### src/rtl/fetch_pkg.sv
// rtl/fetch_pkg.sv - shared constants and types for the instruction fetch stage
package fetch_pkg;
    localparam int INSTR_W = 32;

    localparam int OPC_HI = 31;
    localparam int OPC_LO = 26;
    localparam int RD_HI  = 25;
    localparam int RD_LO  = 21;
    localparam int RS_HI  = 20;
    localparam int RS_LO  = 16;
    localparam int RT_HI  = 15;
    localparam int RT_LO  = 11;
    localparam int IMM_HI = 20;
    localparam int IMM_LO = 0;

    localparam logic [31:0] PC_STEP          = 32'd4;
    localparam logic [31:0] DEFAULT_RESET_PC = 32'h0000_0000;

    typedef enum logic [1:0] {
        OCC_EMPTY,
        OCC_ONE,
        OCC_TWO
    } occ_e;
endpackage

### src/rtl/fetch_skid_buf.sv
// rtl/fetch_skid_buf.sv - IF/ID output register with one-entry skid for stalled responses
module fetch_skid_buf
    import fetch_pkg::*;
(
    input  logic               clk,
    input  logic               rst_n,
    input  logic               flush,
    input  logic               resp_valid,
    input  logic [31:0]        resp_pc,
    input  logic [INSTR_W-1:0] resp_instr,
    input  logic               id_ready,
    output logic               id_valid,
    output logic [31:0]        id_pc,
    output logic [INSTR_W-1:0] id_instr
);
    logic               skid_valid;
    logic [31:0]        skid_pc;
    logic [INSTR_W-1:0] skid_instr;
    logic               out_free;
    occ_e               occ;

    assign out_free = !id_valid || id_ready;

    always_comb begin
        occ = OCC_EMPTY;
        if (skid_valid)
            occ = OCC_TWO;
        else if (id_valid)
            occ = OCC_ONE;
    end

    always_ff @(posedge clk) begin
        if (!rst_n) begin
            id_valid   <= 1'b0;
            id_pc      <= '0;
            id_instr   <= '0;
            skid_valid <= 1'b0;
            skid_pc    <= '0;
            skid_instr <= '0;
        end else if (flush) begin
            id_valid   <= 1'b0;
            skid_valid <= 1'b0;
        end else if (resp_valid) begin
            if (out_free && skid_valid) begin
                // Older skid word goes first to keep program order.
                id_valid   <= 1'b1;
                id_pc      <= skid_pc;
                id_instr   <= skid_instr;
                skid_pc    <= resp_pc;
                skid_instr <= resp_instr;
            end else if (out_free) begin
                id_valid <= 1'b1;
                id_pc    <= resp_pc;
                id_instr <= resp_instr;
            end else begin
                skid_valid <= 1'b1;
                skid_pc    <= resp_pc;
                skid_instr <= resp_instr;
            end
        end else if (out_free) begin
            if (skid_valid) begin
                id_valid   <= 1'b1;
                id_pc      <= skid_pc;
                id_instr   <= skid_instr;
                skid_valid <= 1'b0;
            end else begin
                id_valid <= 1'b0;
            end
        end
    end

    skid_no_overflow: assert property (@(posedge clk) disable iff (!rst_n || flush)
        !(resp_valid && !out_free && occ == OCC_TWO));
endmodule

### src/rtl/instr_fetch.sv
// rtl/instr_fetch.sv - fetch stage: PC, memory request, redirect and IF/ID field split
module instr_fetch
    import fetch_pkg::*;
#(
    parameter logic [31:0] RESET_PC = DEFAULT_RESET_PC
) (
    input  logic               clk,
    input  logic               rst_n,
    output logic               imem_req,
    output logic [31:0]        imem_addr,
    input  logic [INSTR_W-1:0] imem_rdata,
    input  logic               id_ready,
    output logic               id_valid,
    output logic [31:0]        id_pc,
    output logic [INSTR_W-1:0] id_instr,
    output logic [5:0]         id_opcode,
    output logic [4:0]         id_rd,
    output logic [4:0]         id_rs,
    output logic [4:0]         id_rt,
    output logic [20:0]        id_imm,
    input  logic               redirect_valid,
    input  logic [31:0]        redirect_pc
);
    logic [31:0] pc;
    logic [31:0] resp_pc;
    logic        resp_pending;
    logic        stall;
    logic        unused_low_bits;

    assign stall           = id_valid && !id_ready;
    assign imem_req        = rst_n && !redirect_valid && !stall;
    assign imem_addr       = pc;
    assign unused_low_bits = ^redirect_pc[1:0];

    always_ff @(posedge clk) begin
        if (!rst_n) begin
            pc           <= RESET_PC;
            resp_pending <= 1'b0;
            resp_pc      <= '0;
        end else if (redirect_valid) begin
            pc           <= {redirect_pc[31:2], 2'b00};
            resp_pending <= 1'b0;
        end else if (imem_req) begin
            pc           <= pc + PC_STEP;
            resp_pending <= 1'b1;
            resp_pc      <= pc;
        end else begin
            resp_pending <= 1'b0;
        end
    end

    // A redirect also drops the word returning this cycle via flush.
    fetch_skid_buf u_skid (
        .clk        (clk),
        .rst_n      (rst_n),
        .flush      (redirect_valid),
        .resp_valid (resp_pending),
        .resp_pc    (resp_pc),
        .resp_instr (imem_rdata),
        .id_ready   (id_ready),
        .id_valid   (id_valid),
        .id_pc      (id_pc),
        .id_instr   (id_instr)
    );

    assign id_opcode = id_instr[OPC_HI:OPC_LO];
    assign id_rd     = id_instr[RD_HI:RD_LO];
    assign id_rs     = id_instr[RS_HI:RS_LO];
    assign id_rt     = id_instr[RT_HI:RT_LO];
    assign id_imm    = id_instr[IMM_HI:IMM_LO];
endmodule

### config.mk
export PLATFORM = sky130hd
export DESIGN_NAME = instr_fetch
export DESIGN_NICKNAME = d
export VERILOG_FILES = /design/src/rtl/fetch_pkg.sv /design/src/rtl/fetch_skid_buf.sv /design/src/rtl/instr_fetch.sv
export SDC_FILE = /design/constraint.sdc
export NUM_CORES = 1
export LEC_CHECK = 0
export BUFFER_PORTS_ARGS = -buffer_cell sky130_fd_sc_hd__clkbuf_2
export CELL_PAD_IN_SITES_DETAIL_PLACEMENT = 1
export CELL_PAD_IN_SITES_GLOBAL_PLACEMENT = 1
export CORE_UTILIZATION = 40
export CTS_CLUSTER_DIAMETER = 200
export DETAILED_ROUTE_END_ITERATION = 8
export PLACE_DENSITY = 0.9
export SYNTH_ARGS = -nofsm -noshare
export SYNTH_HDL_FRONTEND = slang
export SYNTH_SLANG_ARGS = --single-unit
export TNS_END_PERCENT = 50
### constraint.sdc
create_clock -name clk -period 2.13 [get_ports clk]
set_clock_uncertainty 0.15 [all_clocks]
set_input_delay 0.1065 -clock clk [delete_from_list [all_inputs] [get_ports clk]]
set_output_delay 0.1065 -clock clk [all_outputs]
set_load 0.02 [all_outputs]
Word-level counts from Yosys, hierarchy flattened:

Cells that the tools add are included.
Widths: inputs -> output; s select.

* $add $sub $neg: 1
* $mul: 0
* div/mod/pow operators: 0
* $lt $le $gt $ge: 0
* equal/unequal tests: 3
* shift-type cells: 0
* mux-type cells: 26
* bitwise gates (word level): 2
* reduce and logical (&&, ||, !) cells: 19

Operators by type and width (number)
* $mux 32: 16
* $add 32x3->32 const B: 1
* $mux 1: 10
* $reduce_bool 2->1: 4
* $ne 2x2->1 const B: 3
* $reduce_and 3->1: 2
* $logic_and 1x1->1: 4
* $logic_not 1->1: 4
* $reduce_and 2->1: 2
* $reduce_and 4->1: 1
* $not 1->1: 2
* $reduce_or 2->1: 1
* $logic_or 1x1->1: 1

* bits in registers: 195
* bits in latches: 0
* bits in writable memories: 0
* bits in read-only memories: 0
* bits of input ports: 68
* memories kept: 0

Depth between registers and ports, before layout:

* word-level depth: 6
* depth in mapped cells: 7

Cells and area by module:

From an unflattened synthesis, not the netlist that was laid out.

* cell total of the unflattened synthesis: 982
* area total of the unflattened synthesis: 8186.6 um^2

By module, submodules not included
* fetch_skid_buf: times used 1, cells an instance 574, area an instance 4986.0 um^2
* instr_fetch: times used 1, cells an instance 408, area an instance 3200.6 um^2

Least setup slack after synthesis:

No wires, ideal clock.

* kind: register -> register
* start: register pc[7], in the netlist imem_addr[7]
* end: register pc[27], in the netlist imem_addr[27]
* setup time: 0.115 ns
* data arrival time: 1.832 ns
* setup slack: 0.033 ns
* cell stages (with the launch flop): 6
* buffers on the path: 0
* path through: dfxtp_1 > nand3_2 > or3_4 > or3_1 > o211a_1 > o21a_1

* word-level cells in the longest chain between the ends: 3

RTL lines
* from (decl): RTL line instr_fetch.sv:24 `logic [31:0] pc;`
* from (signal assigned): RTL line instr_fetch.sv:41 `pc <= {redirect_pc[31:2], 2'b00};`
* from (signal assigned): RTL line instr_fetch.sv:44 `pc <= pc + PC_STEP;`
* $add 32x3->32: RTL line instr_fetch.sv:44
* $mux 32: RTL line instr_fetch.sv:43 `end else if (imem_req) begin`
* $mux 32: RTL line instr_fetch.sv:40 `end else if (redirect_valid) begin`

No other way between the ends. The select of a mux whose other input is x is not followed.
A chain may end at the register's enable or synchronous reset.

Worst setup path after layout:

* start: register pc[14], in the netlist imem_addr[14]
* end: register pc[27], in the netlist imem_addr[27]

The elaborated chain is that of the path after synthesis.

==> metrics <==
maximum clock path buffer count 2; critical path launch point type flip-flop; CTS clk-pin slew, worst paths approximately 0.080 ns; Ys Warns 0; fin crit share between 90% and 100%; maxcap violations 0; Hold Path Class in -> reg; # IOs 208; register area share after synthesis 45.4%; die area 0.0212 mm2; All-Layer GR Usage 25.3%; synthesized netlist cell count 908; actual slew at the worst max-slew pin between 0.9 and 1 ns; DRC 0; Wirelength per Cell 19.0 um; sequential fraction of design power 46.3%; synth unique cells 43; depth of the CTS H-tree 4; sw power 0.00234 W; Worst Setup Slack, final 0.0606 ns; Int Power 0.00575 W; Clock Power Share ~40%; CTS buffer count 17; TNS Setup 0 ns; post-synthesis cell area just over 0.008 mm2; relative slew slack roughly a third; Worst Hold Path EP imem_addr[28]; total iterations of the first detailed-routing run 5; top post-synthesis cells by area dfxtp_1 (45%), nand2_1 (11%), o211a_1 (8.0%), mux2i_1 (7.5%), a21boi_0 (6.3%); Worst Hold Depth 5; footprint of the multi-input gates 0.00390 mm2; dominant cell type by area after synthesis dfxtp_1; critical path peak fanout 6; met1 wire length 11000 um; critical path data required time 2.32 ns; antenna viol nets, final 0; fmax slightly below 500 MHz; Reg2Reg Setup Slack 0.06 ns; share of layout cells above drive strength 1 around 25%; Worst R2R Start imem_addr[14]; Die Width approximately 150 um; vias in the first global route about 8000; vias per cell 5.34; RSZ-0062 raised after global routing true; Top Layer Used met4; PD cells around 760 mW/mm2; status finished clean; routability congestion estimate 0.779; cell count after placement 1305; Sw Share 28.9%; Vias ~7500; CTS tree built; largest net degree at the start of global routing roughly 100; DP Worst Slack 0.104 ns; Root Buffer clkbuf_16; Filler Cell Count 2346; antenna diode count 0; top-area cell type share of the netlist area a little under half; P_leak a little under 5 nW; minimum clock period 2.07 ns; CTS Sinks roughly 190; Crit Path Class reg -> reg; nets 1186; r2r worst-path depth 5; Routed WL 26500 um; core area slightly above 0.02 mm2; non-filler cells, final 1400; # setup viols final 0; hold_sp redirect_valid; Synth async-reset ratio 0%; Worst VDD drop 0.000570 V; Reg area between 0.003 and 0.004 mm2; crit end category flip-flop; drt initial violations approximately 340; synthesized area per cell slightly above 9 um2; post-layout util 52.4%; Crit Reg-Reg Endpoint imem_addr[27]; Post-CTS Setup Bufs 0; EDFF count, synth 0; WL met3 1120 um; Seq cells post-synth 187; # rows 52; Slew Limit Fails 0; GRT overflow 0; Comb pwr share about an eighth; port buffer count 201; antenna violations before repair 0; latest clock arrival within the worst-skew pair between 0.4 and 0.5 ns; Layout area overhead 28.8%; worst path arrival time 2.26 ns; DP Wirelength about 16000 um; Die Height between 100 and 150 um; Top FF cell, synth dfxtp_1; initial core utilization 40.7%; Final Hold Fails 0; first-pass GRT wire length 42400 um; met2 WL 13700 um
[flip-flops by register name, summed over array words and instances (netlist names)]
register and count:
u_skid.id_valid 1, resp_pc 30, imem_addr 30, u_skid.skid_pc 30
u_skid.skid_valid 1, u_skid.id_pc 30, u_skid.skid_instr 32, u_skid.id_instr 32
resp_pending 1
[power groups by stage]
stage                     combinational [W]  clock [W]  sequential [W]
final                               0.00102    0.00332         0.00375
after CTS                           0.00100    0.00338         0.00374
after floorplan                    0.000473          0         0.00392
after global routing                0.00109    0.00355         0.00376
after global placement             0.000881          0         0.00381
after detailed placement           0.000901          0         0.00382
[kinds of logic (layout without fill, tap and decap cells)]
| logic type | after synthesis | in the layout | share of synthesized area [%] |
|---|---|---|---|
| simple gates | 297 | 297 | 16.0 |
| compound gates | 215 | 215 | 20.3 |
| flops | 187 | 187 | 45.4 |
| buf+inv | 119 | 338 | 7.82 |
| mux | 62 | 62 | 7.53 |
| xor+xnor | 26 | 26 | 2.76 |
| fa+ha+maj | 1 | 1 | 0.152 |
| other cells | 1 | 4 | 0.0455 |
[stage by stage]
stage	hold slack [ns]	total power, W	instance area, um2
finish	0.0885	0.00809	10600
global route	0.125	0.00839	10600
CTS	0.0665	0.00813	10600
detailed placement	0.187	0.00472	9350
global placement	0.186	0.00469	9350
floorplan	0.0943	0.00439	8250
[metal layers]
layer,vias up,track usage [%]
li1,3496,-
met1,3682,28.9
met2,245,46.3
met3,58,4.86
met4,0,10.1
met5,-,0
[placed cells by master (no fill, tap or decap), types with 2 or more instances in the layout]
cell type and n:
clkbuf_2 200, nand2_1 233, xor2_1 7, o211a_1 66, and3_1 2, inv_8 3
clkbuf_16 17, inv_6 4, buf_12 6, clkinv_4 2, nor4_2 5, conb_1 4
nor3_1 7, xnor2_1 19, and4_1 3, o21ai_0 32, nor2_1 3, a21oi_1 21
inv_1 5, dfxtp_1 186, nand2b_1 3, nor2b_1 5, dlygate4sd3_1 63, buf_4 31
nand3_1 9, nor4_1 3, mux2i_1 62, a21boi_0 68, nor4b_1 3, nand3_2 2
a311oi_1 2, a22o_1 19, nand4_1 6, clkinv_8 5, and2_1 6
[final cells by class]
class	instances	area share (%)
flip-flops and latches	187	35.3
clock inverters	15	1.86
repair buffers	300	18.7
multi-input cells	605	36.7
clock buffers	17	4.01
inverters	6	0.212
well taps	270	3.18
[worst max-delay path by stage]
| stage | from | end | slack (ns) | depth (start not counted) |
|---|---|---|---|---|
| after floorplan | imem_addr[7] | imem_addr[27] | 0.03 | 5 |
| after detailed placement | imem_addr[8] | imem_addr[27] | 0.10 | 5 |
| after CTS | imem_addr[3] | imem_addr[20] | 0.03 | 6 |
| after global placement | imem_addr[3] | imem_addr[20] | 0.19 | 6 |
| final | imem_addr[14] | imem_addr[27] | 0.06 | 5 |
| after global routing | imem_addr[3] | imem_addr[30] | -0.01 | 7 |
[what timing repair did]
action / CTS / global route
hold endpoints to repair: 96 / 0
setup endpoints to repair: 0 / 3
gates resized for setup: 0 / 2
hold buffers: 63 / 0
[worst max-delay path: stages (launching register included)]
cell and delay (ns):
dfxtp_1 0.41, nand2_1 0.13, or3_4 0.45, or3_1 0.43, o211a_1 0.25, o21a_1 0.16
[synthesized netlist by cell type, types with 2 or more instances]
master	count
clkbuf_1	51
mux2i_1	62
xor2_1	7
nand3_2	2
nor4_1	3
nor3_1	7
o21ai_0	32
nand2b_1	3
a21boi_0	69
nand3_1	9
buf_4	46
inv_1	5
buf_2	14
o21a_1	2
o211a_1	66
a22o_1	19
xnor2_1	19
nor2_1	4
dfxtp_1	187
a311oi_1	2
nand2_1	234
nand4_1	6
nor4b_1	3
and3_1	2
nor2b_1	5
a21oi_1	21
and4_1	3
nor4_2	5
and2_1	6
Note: power is estimated with default switching activity, not from simulation.
